<file path="src/rtl/bram_data_port.sv">
// ---------------------------------------------------------------------------
// bram_data_port
//
// Load/store front end for a 32-bit-wide data BRAM (port B). It accepts one
// byte, halfword or word request at a time. It checks alignment, drives the
// BRAM strobes in the accepting cycle, and returns a single response through a
// valid/ready handshake. Load data is lane-selected and then either zero- or
// sign-extended.
//
// Ports
//   clk, rst        clock; synchronous active-low reset
//   req_valid/ready request handshake (ready only while idle)
//   req_we          1 = store, 0 = load
//   req_size        00 byte, 01 half, 10 word, 11 reserved
//   req_unsigned    zero-extend (1) or sign-extend (0) load data
//   req_addr        byte address
//   req_wdata       right-aligned store data
//   rsp_valid/ready response handshake
//   rsp_rdata       extended load data (0 for stores and errors)
//   rsp_err         misaligned or reserved-size request
//   enb/web/addrb/dinb/doutb  BRAM port B (one-cycle read latency)
//   err_count       saturating count of error responses
// ---------------------------------------------------------------------------
module bram_data_port #(
  parameter int ADDR_WIDTH = 15,
  parameter int DATA_WIDTH = 32
) (
  input  logic                  clk,
  input  logic                  rst,
  input  logic                  req_valid,
  output logic                  req_ready,
  input  logic                  req_we,
  input  logic [1:0]            req_size,
  input  logic                  req_unsigned,
  input  logic [ADDR_WIDTH-1:0] req_addr,
  input  logic [DATA_WIDTH-1:0] req_wdata,
  output logic                  rsp_valid,
  input  logic                  rsp_ready,
  output logic [DATA_WIDTH-1:0] rsp_rdata,
  output logic                  rsp_err,
  output logic                  enb,
  output logic [3:0]            web,
  output logic [ADDR_WIDTH-1:0] addrb,
  output logic [DATA_WIDTH-1:0] dinb,
  input  logic [DATA_WIDTH-1:0] doutb,
  output logic [7:0]            err_count
);

  localparam logic [1:0] SZ_BYTE = 2'b00;
  localparam logic [1:0] SZ_HALF = 2'b01;
  localparam logic [1:0] SZ_WORD = 2'b10;

  typedef enum logic [1:0] {
    IDLE    = 2'd0,
    RD_WAIT = 2'd1,
    RESP    = 2'd2
  } state_t;

  state_t state;

  // Request fields captured at accept time. The response is formed from
  // these copies, so the request inputs are free to change afterwards.
  logic [1:0] lo_p0;
  logic [1:0] size_p0;
  logic       uns_p0;

  logic req_err;
  logic fire;
  logic store_go;

  // -------------------------------------------------------------------------
  // Helper functions
  // -------------------------------------------------------------------------

  // The reserved size is always an error. Otherwise the access must be
  // naturally aligned.
  function automatic logic is_misaligned(input logic [1:0] size,
                                         input logic [1:0] lo);
    logic bad;
    unique case (size)
      SZ_BYTE: bad = 1'b0;
      SZ_HALF: bad = lo[0];
      SZ_WORD: bad = (lo != 2'b00);
      default: bad = 1'b1;
    endcase
    return bad;
  endfunction

  // Byte-lane write enables for a store. Because misaligned requests never
  // reach this function, a half store shifts only by 0 or 2.
  function automatic logic [3:0] store_mask(input logic [1:0] size,
                                            input logic [1:0] lo);
    logic [3:0] m;
    unique case (size)
      SZ_BYTE: m = 4'b0001 << lo;
      SZ_HALF: m = 4'b0011 << lo;
      SZ_WORD: m = 4'b1111;
      default: m = 4'b0000;
    endcase
    return m;
  endfunction

  // Replicate the right-aligned store data across every lane that it could
  // target. The write mask then selects the lane(s) that are actually
  // written.
  function automatic logic [31:0] store_lanes(input logic [1:0]  size,
                                              input logic [31:0] wdata);
    logic [31:0] d;
    unique case (size)
      SZ_BYTE: d = {4{wdata[7:0]}};
      SZ_HALF: d = {2{wdata[15:0]}};
      default: d = wdata;
    endcase
    return d;
  endfunction

  // Select the addressed lane from the BRAM word, then extend it to 32 bits.
  function automatic logic [31:0] extend_load(input logic [31:0] word,
                                              input logic [1:0]  size,
                                              input logic [1:0]  lo,
                                              input logic        uns);
    logic        [7:0]  b;
    logic        [15:0] h;
    logic signed [7:0]  sb;
    logic signed [15:0] sh;
    logic        [31:0] r;
    b  = word[{lo, 3'b000} +: 8];
    h  = word[{lo[1], 4'b0000} +: 16];
    sb = b;
    sh = h;
    unique case (size)
      SZ_BYTE: r = uns ? {24'b0, b} : 32'(sb);
      SZ_HALF: r = uns ? {16'b0, h} : 32'(sh);
      default: r = word;
    endcase
    return r;
  endfunction

  function automatic logic [7:0] sat_inc(input logic [7:0] cnt);
    return (cnt == 8'hFF) ? cnt : cnt + 8'd1;
  endfunction

  // -------------------------------------------------------------------------
  // Stage p0: request decode and BRAM strobes (combinational, same cycle)
  // -------------------------------------------------------------------------
  // req_ready is also held low while reset is asserted, so a request that is
  // presented during reset can never touch the BRAM.
  assign req_ready = (state == IDLE) && rst;
  assign req_err   = is_misaligned(req_size, req_addr[1:0]);
  assign fire      = req_valid && req_ready;
  assign enb       = fire && !req_err;
  assign store_go  = enb && req_we;

  // All BRAM controls read as zero unless a strobe is actually issued.
  assign addrb = enb      ? {req_addr[ADDR_WIDTH-1:2], 2'b00}    : '0;
  assign web   = store_go ? store_mask(req_size, req_addr[1:0])  : 4'b0000;
  assign dinb  = store_go ? store_lanes(req_size, req_wdata)     : '0;

  always_ff @(posedge clk) begin
    if (fire) begin
      lo_p0   <= req_addr[1:0];
      size_p0 <= req_size;
      uns_p0  <= req_unsigned;
    end
  end

  // -------------------------------------------------------------------------
  // Stage p1: transaction FSM and response registers
  // -------------------------------------------------------------------------
  always_ff @(posedge clk) begin
    if (!rst) begin
      state     <= IDLE;
      rsp_valid <= 1'b0;
      rsp_err   <= 1'b0;
      rsp_rdata <= '0;
      err_count <= 8'd0;
    end else begin
      unique case (state)
        IDLE: begin
          if (fire) begin
            rsp_rdata <= '0;
            if (req_err) begin
              state     <= RESP;
              rsp_valid <= 1'b1;
              rsp_err   <= 1'b1;
            end else if (req_we) begin
              state     <= RESP;
              rsp_valid <= 1'b1;
              rsp_err   <= 1'b0;
            end else begin
              state     <= RD_WAIT;
              rsp_err   <= 1'b0;
            end
          end
        end
        RD_WAIT: begin
          // doutb carries the word that was addressed in the accept cycle.
          rsp_rdata <= extend_load(doutb, size_p0, lo_p0, uns_p0);
          rsp_valid <= 1'b1;
          state     <= RESP;
        end
        RESP: begin
          if (rsp_ready) begin
            rsp_valid <= 1'b0;
            state     <= IDLE;
            if (rsp_err) begin
              err_count <= sat_inc(err_count);
            end
          end
        end
        default: begin
          state     <= IDLE;
          rsp_valid <= 1'b0;
        end
      endcase
    end
  end

endmodule

</file>
<file path="config.mk">
export PLATFORM = sky130hd
export DESIGN_NAME = bram_data_port
export DESIGN_NICKNAME = d
export VERILOG_FILES = /design/src/rtl/bram_data_port.sv
export SDC_FILE = /design/constraint.sdc
export NUM_CORES = 1
export LEC_CHECK = 0
export ABC_AREA = 0
export CELL_PAD_IN_SITES_DETAIL_PLACEMENT = 1
export CELL_PAD_IN_SITES_GLOBAL_PLACEMENT = 1
export CORE_MARGIN = 5
export CORE_UTILIZATION = 26
export CTS_CLUSTER_DIAMETER = 50
export CTS_CLUSTER_SIZE = 24
export DETAILED_ROUTE_END_ITERATION = 10
export GPL_TIMING_DRIVEN = 0
export MAX_ROUTING_LAYER = met4
export PLACE_DENSITY_LB_ADDON = 0.1
export SLEW_MARGIN = 20
export SYNTH_ARGS = -nofsm -noshare
export SYNTH_HDL_FRONTEND = slang
export SYNTH_SLANG_ARGS = --single-unit
</file>
<file path="constraint.sdc">
create_clock -name clk -period 2.4 [get_ports clk]
set_input_delay 0.6 -clock clk [delete_from_list [all_inputs] [get_ports clk]]
set_output_delay 0.6 -clock clk [all_outputs]
set_load 0.02 [all_outputs]
</file>
# [After elaboration in Yosys (flattened, before gate mapping)]
# Index checks and enable logic that the tools add are counted.
[totals] in_bits=87 output_inout_bits=95 word_cells=60 reg_bits=49
[op_classes] n_shift=4 n_reduce_logical=15 bitwise=1 muxes=22 n_eq_ne=9 add_sub_neg=1
[ops] cell="32-bit case mux with 2 select lines" n=3
[ops] cell="32-bit two-way mux" n=4
[ops] cell="32-bit by 6-bit variable part select with 16-bit output" n=1
[ops] cell="32-bit by 6-bit variable part select with 8-bit output" n=1
[ops] cell="15-bit two-way mux" n=1
[ops] cell="4-bit case mux with 3 select lines" n=1
[ops] cell="8-bit by 1-bit adder with 8-bit output (second input constant)" n=1
[ops] cell="8-bit equality test (second input constant)" n=1
[ops] cell="2-bit two-way mux" n=4
[ops] cell="2-bit by 1-bit equality test with 1-bit output (second input constant)" n=3
[ops] cell="2-bit logical NOT" n=3
[ops] cell="1-bit case mux with 3 select lines" n=2
[ops] cell="2-bit case mux with 3 select lines" n=1
[ops] cell="2-bit AND reduction" n=3
[ops] cell="1-bit two-way mux" n=5
[ops] cell="2-bit equality test (second input constant)" n=2
[ops] cell="1-bit logical AND" n=4
[ops] cell="4-bit two-way mux" n=1
[ops] cell="2-bit inequality test (second input constant)" n=2
[ops] cell="4-bit AND reduction" n=1
[ops] cell="2-bit nonzero test" n=2
[ops] cell="1-bit by 2-bit left shift with 4-bit output (first input constant)" n=1
[ops] cell="2-bit by 2-bit left shift with 4-bit output (first input constant)" n=1
[ops] cell="3-bit inequality test (second input constant)" n=1
[ops] cell="3 further kinds" n=3

# [Depth between registers and ports, before layout]
# Gate-level depths: netlist of the first run.
[depth] word_depth=6 mapped_depth=7 mapped_depth_nobuf=5

# [Worst setup path after synthesis of the first run]
# OpenSTA, ideal clock, no wires.
[synth_timing] kind="input to output" start="input port req_valid" end="output port dinb[13]" t_arrival_ps=1833 path_buffers=2 path_stages=6 t_required_ps=1800 setup_slack_ps=-33 cell_sequence="and4bb_2 -> and3_1 -> buf_2 -> nand2_2 -> buf_2 -> a21oi_1"
[synth_between] elab_chain_len=4
[synth_rtl] item="from (decl)" line="30" source="input logic req_valid,"
[synth_rtl] item="1-bit logical AND" line="150" source="assign fire = req_valid && req_ready;"
[synth_rtl] item="1-bit logical AND" line="151" source="assign enb = fire && !req_err;"
[synth_rtl] item="1-bit logical AND" line="152" source="assign store_go = enb && req_we;"
[synth_rtl] item="32-bit two-way mux" line="157" source="assign dinb = store_go ? store_lanes(req_size, req_wdata) : '0;"
[synth_rtl] item="to (decl)" line="44" source="output logic [DATA_WIDTH-1:0] dinb,"
# No other way between the ends.

# [Final worst setup path of the first run]
[layout_timing] start="register state[0]" end="output port dinb[3]"
[layout_between] elab_chain_len=6
[layout_rtl] item="from (decl)" line="59" source="state_t state;"
[layout_rtl] item="from (signal assigned)" line="172" source="state <= IDLE;"
[layout_rtl] item="from (signal assigned)" line="183" source="state <= RESP;"
[layout_rtl] item="from (signal assigned)" line="187" source="state <= RESP;"
[layout_rtl] item="2-bit logical NOT" line="148" source="assign req_ready = (state == IDLE) && rst;"
[layout_rtl] item="1-bit logical AND" line="148"
[layout_rtl] item="1-bit logical AND" line="150"
[layout_rtl] item="net fire" line="68" source="logic fire;"
[layout_rtl] item="1-bit logical AND" line="151"
[layout_rtl] item="1-bit logical AND" line="152"
[layout_rtl] item="32-bit two-way mux" line="157"
# The timed path passes the listed nets, and every way through them passes these cells.

==> flow_summary.yaml, run 1 <==
clock_tree:
  cts.sinks: 49
  htree_levels: 2
  clock_latency_ns: 0.30
  clk_pin_slew_ns: 0.07
  cts_tree: "built"
  numCtsBuffers: 5
  cts_buffer_depth: 2
  cts_hold_buf: 0
  clock_tree.root_cell: "clkbuf_16"
yosys:
  ys.flop_type: "dfxtp_1"
  yosys.cell_types.count: 52
  seq_area_frac_synth_pct: 34.0
  synthMuxAreaShare_pct: 12.3
  synth_area_um2: 3030
  synth_edf_count: 5
  ys_seq_elements: 49
  synth_top_family_by_area: "simple AND/OR/NAND/NOR gates"
  synth-simple-area-share_pct: 25.2
  syn_area_per_cell_um2: 8.37
  async_reset_ff_share_pct: 0
  synth_compound_area_share_pct: 22.0
  synth-xor-area-share_pct: 0.867
  yosysWarnings: 0
  postSynthCellCount: 362
  synth_adder_area_share_pct: 0.413
pwr:
  power_uw: 2150
  leakagePower_uw: 0.00225
  ir_drop_mv: 0.295
  powerDensity_nw_per_um2: 383
route:
  wl_um: 13600
  post-route-drc-count: 0
  routedWlPerCell_um: 19.1
  antenna_left: 0
  vias: 3522
  firstDrtPassIters: 4
  via_per_inst: 4.97
  drt-initial-drc-count: 168
critical_path:
  slowest_delay_ns: 0.33
  endpoint_kind: "output pin"
  crit_chain: "and4bb_4 -> and3_4 -> buf_8 -> buf_6 -> clkbuf_16 -> and3_4 -> buf_6"
  required_ns: 1.80
  cp-start-kind: "flip-flop"
  arrival_ns: 1.83
  worst-path-max-fanout: 5
  crit_type: "reg -> out"
  slowest_stage: "and4bb_4"
  worst-path-buf-inv: 4
  crit_family: "simple AND/OR/NAND/NOR gates"
finish:
  syn_to_final_growth_pct: 84.8
  final_util_pct: 49.1
  final_cells: 708
  drive_gt1_share_pct: 27.0
  nets: 651
sta:
  worst_slack_ns: -0.0333
  setup_violations: 5
  finClkSkew_ns: 0.00937
  slew_violations: 0
  max_slew_margin_pct: 59.4
  max_freq_ghz: 0.411
  rsz0062_at_grt: "true"
  min_period_over_period_pct: 101
  fin_tns_setup_ns: -0.119
  min_period_ns: 2.43
  tightest_slew_ns: 0.610
  hold_viol: 0
global_route:
  gr-usage-met3_pct: 5.19
  grt_pass1_wl_um: 21400
  antenna_found_initial: 1
  use_met1_pct: 22.8
  grt_busiest_layer: "met2"
  use_met2_pct: 32.6
  grt_pass1_vias: 3939
  overflow: 0
  grt_max_degree: 18
  grt_usage_pct: 19.3
floorplan:
  core-area_um2: 11400
  start_util_pct: 26.6
  die_x_um: 118
  io_pins: 182
  die_h_um: 118
  dieArea_um2: 13900
  fp-row-count: 39
place:
  place_inst: 685
  port_buffers: 179
  dp.final_hpwl_um: 10200
  place.gp.congestion: 0.853
run_status:
  failed_checks: "negative setup slack"
  status: "finished with violations"
flow_run:
  cap_violations: 0
hold_path:
  hold_path_class: "reg -> reg"
[where the power goes]
group / leakage [µW] / total [µW] / internal (µW) / switching (µW)
sequential: 0.000403 / 855 / 843 / 11.6
clock: 0.0000708 / 725 / 394 / 331
combinational: 0.00178 / 569 / 294 / 275
total: 0.00225 / 2150 / 1530 / 617
[worst reg2reg max path, stage by stage, from the launching register on]
cell and delay, ns:
dfxtp_2 0.32, buf_4 0.13, buf_4 0.12, buf_2 0.18, nor2_1 0.18, o21a_1 0.25, buf_1 0.45, a221o_1 0.25
[synthesized netlist by cell type (5+ instances only)]
cell type,n,area (µm²)
and3_1,10,62.6
mux2i_1,26,260
and2_1,18,113
a21oi_1,20,100
nand2_1,38,143
nor2b_1,9,56.3
o21ai_0,29,145
a32o_1,8,80.1
nor2_1,36,135
edfxtp_1,5,150
dfxtp_1,44,881
nand2b_1,20,125
buf_2,9,45.0
mux2_2,8,90.1
a221o_1,16,160
clkbuf_1,13,48.8
[timing repair]
action | 4_1_cts | 5_1_grt
cloned | 4 | 0
pin swaps | 3 | 12
gates resized for setup | 309 | 84
buffers inserted | 10 | 1
endpoints found under the setup margin | 51 | 47
[registers in the layout, summed over array words and instances, names as in the netlist]
signal and count:
rsp_err 1, lo_p0 2, rsp_rdata 32, rsp_valid 1, err_count 8, uns_p0 1, size_p0 2, state 2
[cell families after synthesis]
family                   Yosys count
adder cells (fa/ha/maj)            1
AND/OR/NAND/NOR                  149
XOR/XNOR                           3
flip-flops                        49
buffers and inverters             32
other                              1
AO/OA/AOI/OAI                     92
multiplexers                      35
[through the flow]
| step | setup WS [ns] | hold WS, ns | instance area [µm²] |
|---|---|---|---|
| floorplan | -0.0326 | 0.536 | 3040 |
| global placement | -1.41 | 0.438 | 5010 |
| detailed placement | -1.44 | 0.445 | 5010 |
| CTS | -0.00920 | 0.463 | 5390 |
| global route | -0.0762 | 0.495 | 5600 |
| finish | -0.0333 | 0.458 | 5600 |
[path summary, 6_finish.rpt]
check                             startpoint            end  slack (ns)  depth (start not counted)
worst max-delay path                state[0]        dinb[3]       -0.03                          7
worst min-delay path            rsp_rdata[0]   rsp_rdata[0]        0.46                          2
worst min register to register  rsp_rdata[0]   rsp_rdata[0]        0.46                          2
worst max register to register      state[0]  rsp_rdata[16]        0.47                          7
[final cells by class]
type	instances	area, µm²
fillers	1349	5820
multi-input cells	283	2120
repair buffers	193	1880
flip-flops and latches	49	1040
plain buffers	28	224
well taps	143	179
clock buffers	5	125
clock inverters	3	25.0
inverters	3	11.3
diodes	1	2.50
[per-layer routing]
metal,part of all wire (%),vias up
met2,49,131
li1,-,1712
met3,6.8,18
met5,0,-
met4,2.2,0
met1,42,1661
[cells in the final DEF, fill, tap and decap left out, types with 5 or more instances in the layout]
master           count
clkbuf_16            6
nand2b_1            20
buf_6               34
mux2i_1             26
nor2_1              18
edfxtp_1             5
mux2_2               8
buf_4               16
nor2b_1              9
o21ai_0             27
a32o_1               8
a221o_1             16
dfxtp_1             42
clkdlybuf4s50_1    121
clkbuf_1             7
and3_4               6
nand2_1             38
buf_2               25
nor2_4              18
and2_1              14
a21oi_1             14
Power figures use the tool's default switching activity.
==> run 2, diff against run 1 <==
--- a/config.mk
+++ b/config.mk
@@ -16,6 +16,7 @@
 export GPL_TIMING_DRIVEN = 0
 export MAX_ROUTING_LAYER = met4
 export PLACE_DENSITY_LB_ADDON = 0.1
+export SKIP_LAST_GASP = 1
 export SLEW_MARGIN = 20
 export SYNTH_ARGS = -nofsm -noshare
 export SYNTH_HDL_FRONTEND = slang
==> run 2 against run 1 <==
  * The run still ends with negative setup slack left
  * Final cell count is the same
  * Sequential cell count is the same
  * Sequential share of layout area is essentially flat
  * Critical path depth is the same
  * Largest cell class is now non-clock buffers
==> flow_summary.yaml, run 2 (same netlist as run 1, synthesis figures left out) <==
run_status:
  status: "finished with violations"
  failed_checks: "negative setup slack"
sta:
  tightest_slew_ns: 0.619
  min_period_over_period_pct: 101
  finClkSkew_ns: 0.00897
  hold_viol: 0
  worst_slack_ns: -0.0249
  max_slew_margin_pct: 58.7
  min_period_ns: 2.42
  slew_violations: 0
  fin_tns_setup_ns: -0.0989
  rsz0062_at_grt: "true"
  setup_violations: 6
  max_freq_ghz: 0.412
critical_path:
  crit_type: "reg -> out"
  cp-start-kind: "flip-flop"
  worst-path-buf-inv: 4
  slowest_stage: "dfxtp_2"
  slowest_delay_ns: 0.32
  crit_family: "simple AND/OR/NAND/NOR gates"
  worst-path-max-fanout: 5
  crit_chain: "and4bb_4 -> and3_4 -> buf_8 -> buf_6 -> clkbuf_16 -> and3_4 -> buf_6"
  endpoint_kind: "output pin"
  arrival_ns: 1.82
  required_ns: 1.80
place:
  place_inst: 685
  dpl_cell_area_um2: 5010
  port_buffers: 179
  place.gp.congestion: 0.853
  dp.final_hpwl_um: 10200
finish:
  nFillCells: 1347
  nets: 651
  largest_register: "rsp_rdata"
  design_area_um2: 5600
  syn_to_final_growth_pct: 84.8
  drive_gt1_share_pct: 27.0
  final_util_pct: 49.1
  largestRegisters: "rsp_rdata x32, err_count x8"
  multi_input_area_um2: 2110
  final_cells: 708
  largest_reg_flops: 32
  seq_area_um2: 1040
  final_cell_mix: "clkdlybuf4s50_1 (122), dfxtp_1 (42), nand2_1 (38)"
  final_common_cell: "clkdlybuf4s50_1"
route:
  antenna_left: 0
  routedWlPerCell_um: 19.1
  post-route-drc-count: 0
  wl_um: 13500
  drt-initial-drc-count: 162
  vias: 3514
  via_per_inst: 4.96
  firstDrtPassIters: 4
floorplan:
  core-area_um2: 11400
  fp-row-count: 39
  dieArea_um2: 13900
  die_h_um: 118
  start_util_pct: 26.6
  die_x_um: 118
  io_pins: 182
pwr:
  ir_drop_mv: 0.297
  leakagePower_uw: 0.00223
  power_uw: 2150
  powerDensity_nw_per_um2: 384
clock_tree:
  clk_pin_slew_ns: 0.07
  htree_levels: 2
  cts.sinks: 49
  cts_tree: "built"
  clock_latency_ns: 0.30
  clock_tree.root_cell: "clkbuf_16"
  numCtsBuffers: 5
  cts_buffer_depth: 2
global_route:
  grt_usage_pct: 19.3
  overflow: 0
  grt_pass1_vias: 3939
  grt_max_degree: 18
  antenna_found_initial: 1
  grt_pass1_wl_um: 21400
flow_run:
  cap_violations: 0
hold_path:
  hold_path_class: "reg -> reg"
run 2: changes by cell type in the layout (fill, tap and decap cells not counted):
cell / change
dlymetal6s2s_1: -1
nor2_4: -1
nor2_2: +1
clkdlybuf4s15_2: +1
buf_2: -1
clkdlybuf4s50_1: +1
run 2: timing repair:
action,4_1_cts,5_1_grt
pin swaps,3,7
setup endpoints to repair,51,47
hold endpoints to repair,0,0
resized for setup,309,81
cloned,4,0
setup buffers,10,1
hold buffers,0,0
run 2: report_power, final:
part / total (µW) / switching, µW / internal [µW]
sequential: 855 / 11.7 / 843
clock: 726 / 332 / 394
combinational: 569 / 274 / 294
total: 2150 / 618 / 1530
run 2: final timing paths:
kind	startpoint	endpoint	slack, ns	cells past startpoint
max	state[0]	dinb[3]	-0.02	7
max reg2reg	state[0]	rsp_rdata[16]	0.48	7
min reg2reg	rsp_rdata[0]	rsp_rdata[0]	0.46	2
min	rsp_rdata[0]	rsp_rdata[0]	0.46	2
run 2: through the flow:
step / setup slack (ns) / hold slack (ns)
after global routing: -0.0761 / 0.495
after floorplan: -0.0326 / 0.536
final: -0.0249 / 0.458
after detailed placement: -1.44 / 0.445
after global placement: -1.41 / 0.438
after CTS: -0.00920 / 0.463
run 2: area by class of cell:
type | instances | area share [%]
tap | 143 | 3.19
multi-input combinational | 283 | 37.7
clock inverter | 3 | 0.447
buffer | 28 | 4.00
sequential | 49 | 18.5
timing repair buffer | 193 | 33.7
antenna | 1 | 0.0447
clock buffer | 5 | 2.23
inverter | 3 | 0.201
run 2: tightest hold or removal path, stage by stage (launching register included):
cell,delay [ns]
dfxtp_1,0.33
nand2_1,0.04
o21ai_0,0.05
run 2: layer usage:
metal / vias up / track usage (%) / routed length, µm
met5: - / - / 0
met4: 0 / 4.37 / 260
met3: 16 / 5.19 / 926
met2: 130 / 32.6 / 6640
met1: 1658 / 22.8 / 5710
li1: 1710 / - / -
==> run 3, diff against run 2 <==
--- a/config.mk
+++ b/config.mk
@@ -6,6 +6,7 @@
 export NUM_CORES = 1
 export LEC_CHECK = 0
 export ABC_AREA = 0
+export CAP_MARGIN = 30
 export CELL_PAD_IN_SITES_DETAIL_PLACEMENT = 1
 export CELL_PAD_IN_SITES_GLOBAL_PLACEMENT = 1
 export CORE_MARGIN = 5
@@ -17,7 +18,7 @@
 export MAX_ROUTING_LAYER = met4
 export PLACE_DENSITY_LB_ADDON = 0.1
 export SKIP_LAST_GASP = 1
-export SLEW_MARGIN = 20
+export SLEW_MARGIN = 25
 export SYNTH_ARGS = -nofsm -noshare
 export SYNTH_HDL_FRONTEND = slang
 export SYNTH_SLANG_ARGS = --single-unit
==> results of run 3 <==
No change in the layout: final DEF, timing and power equal those of run 2.
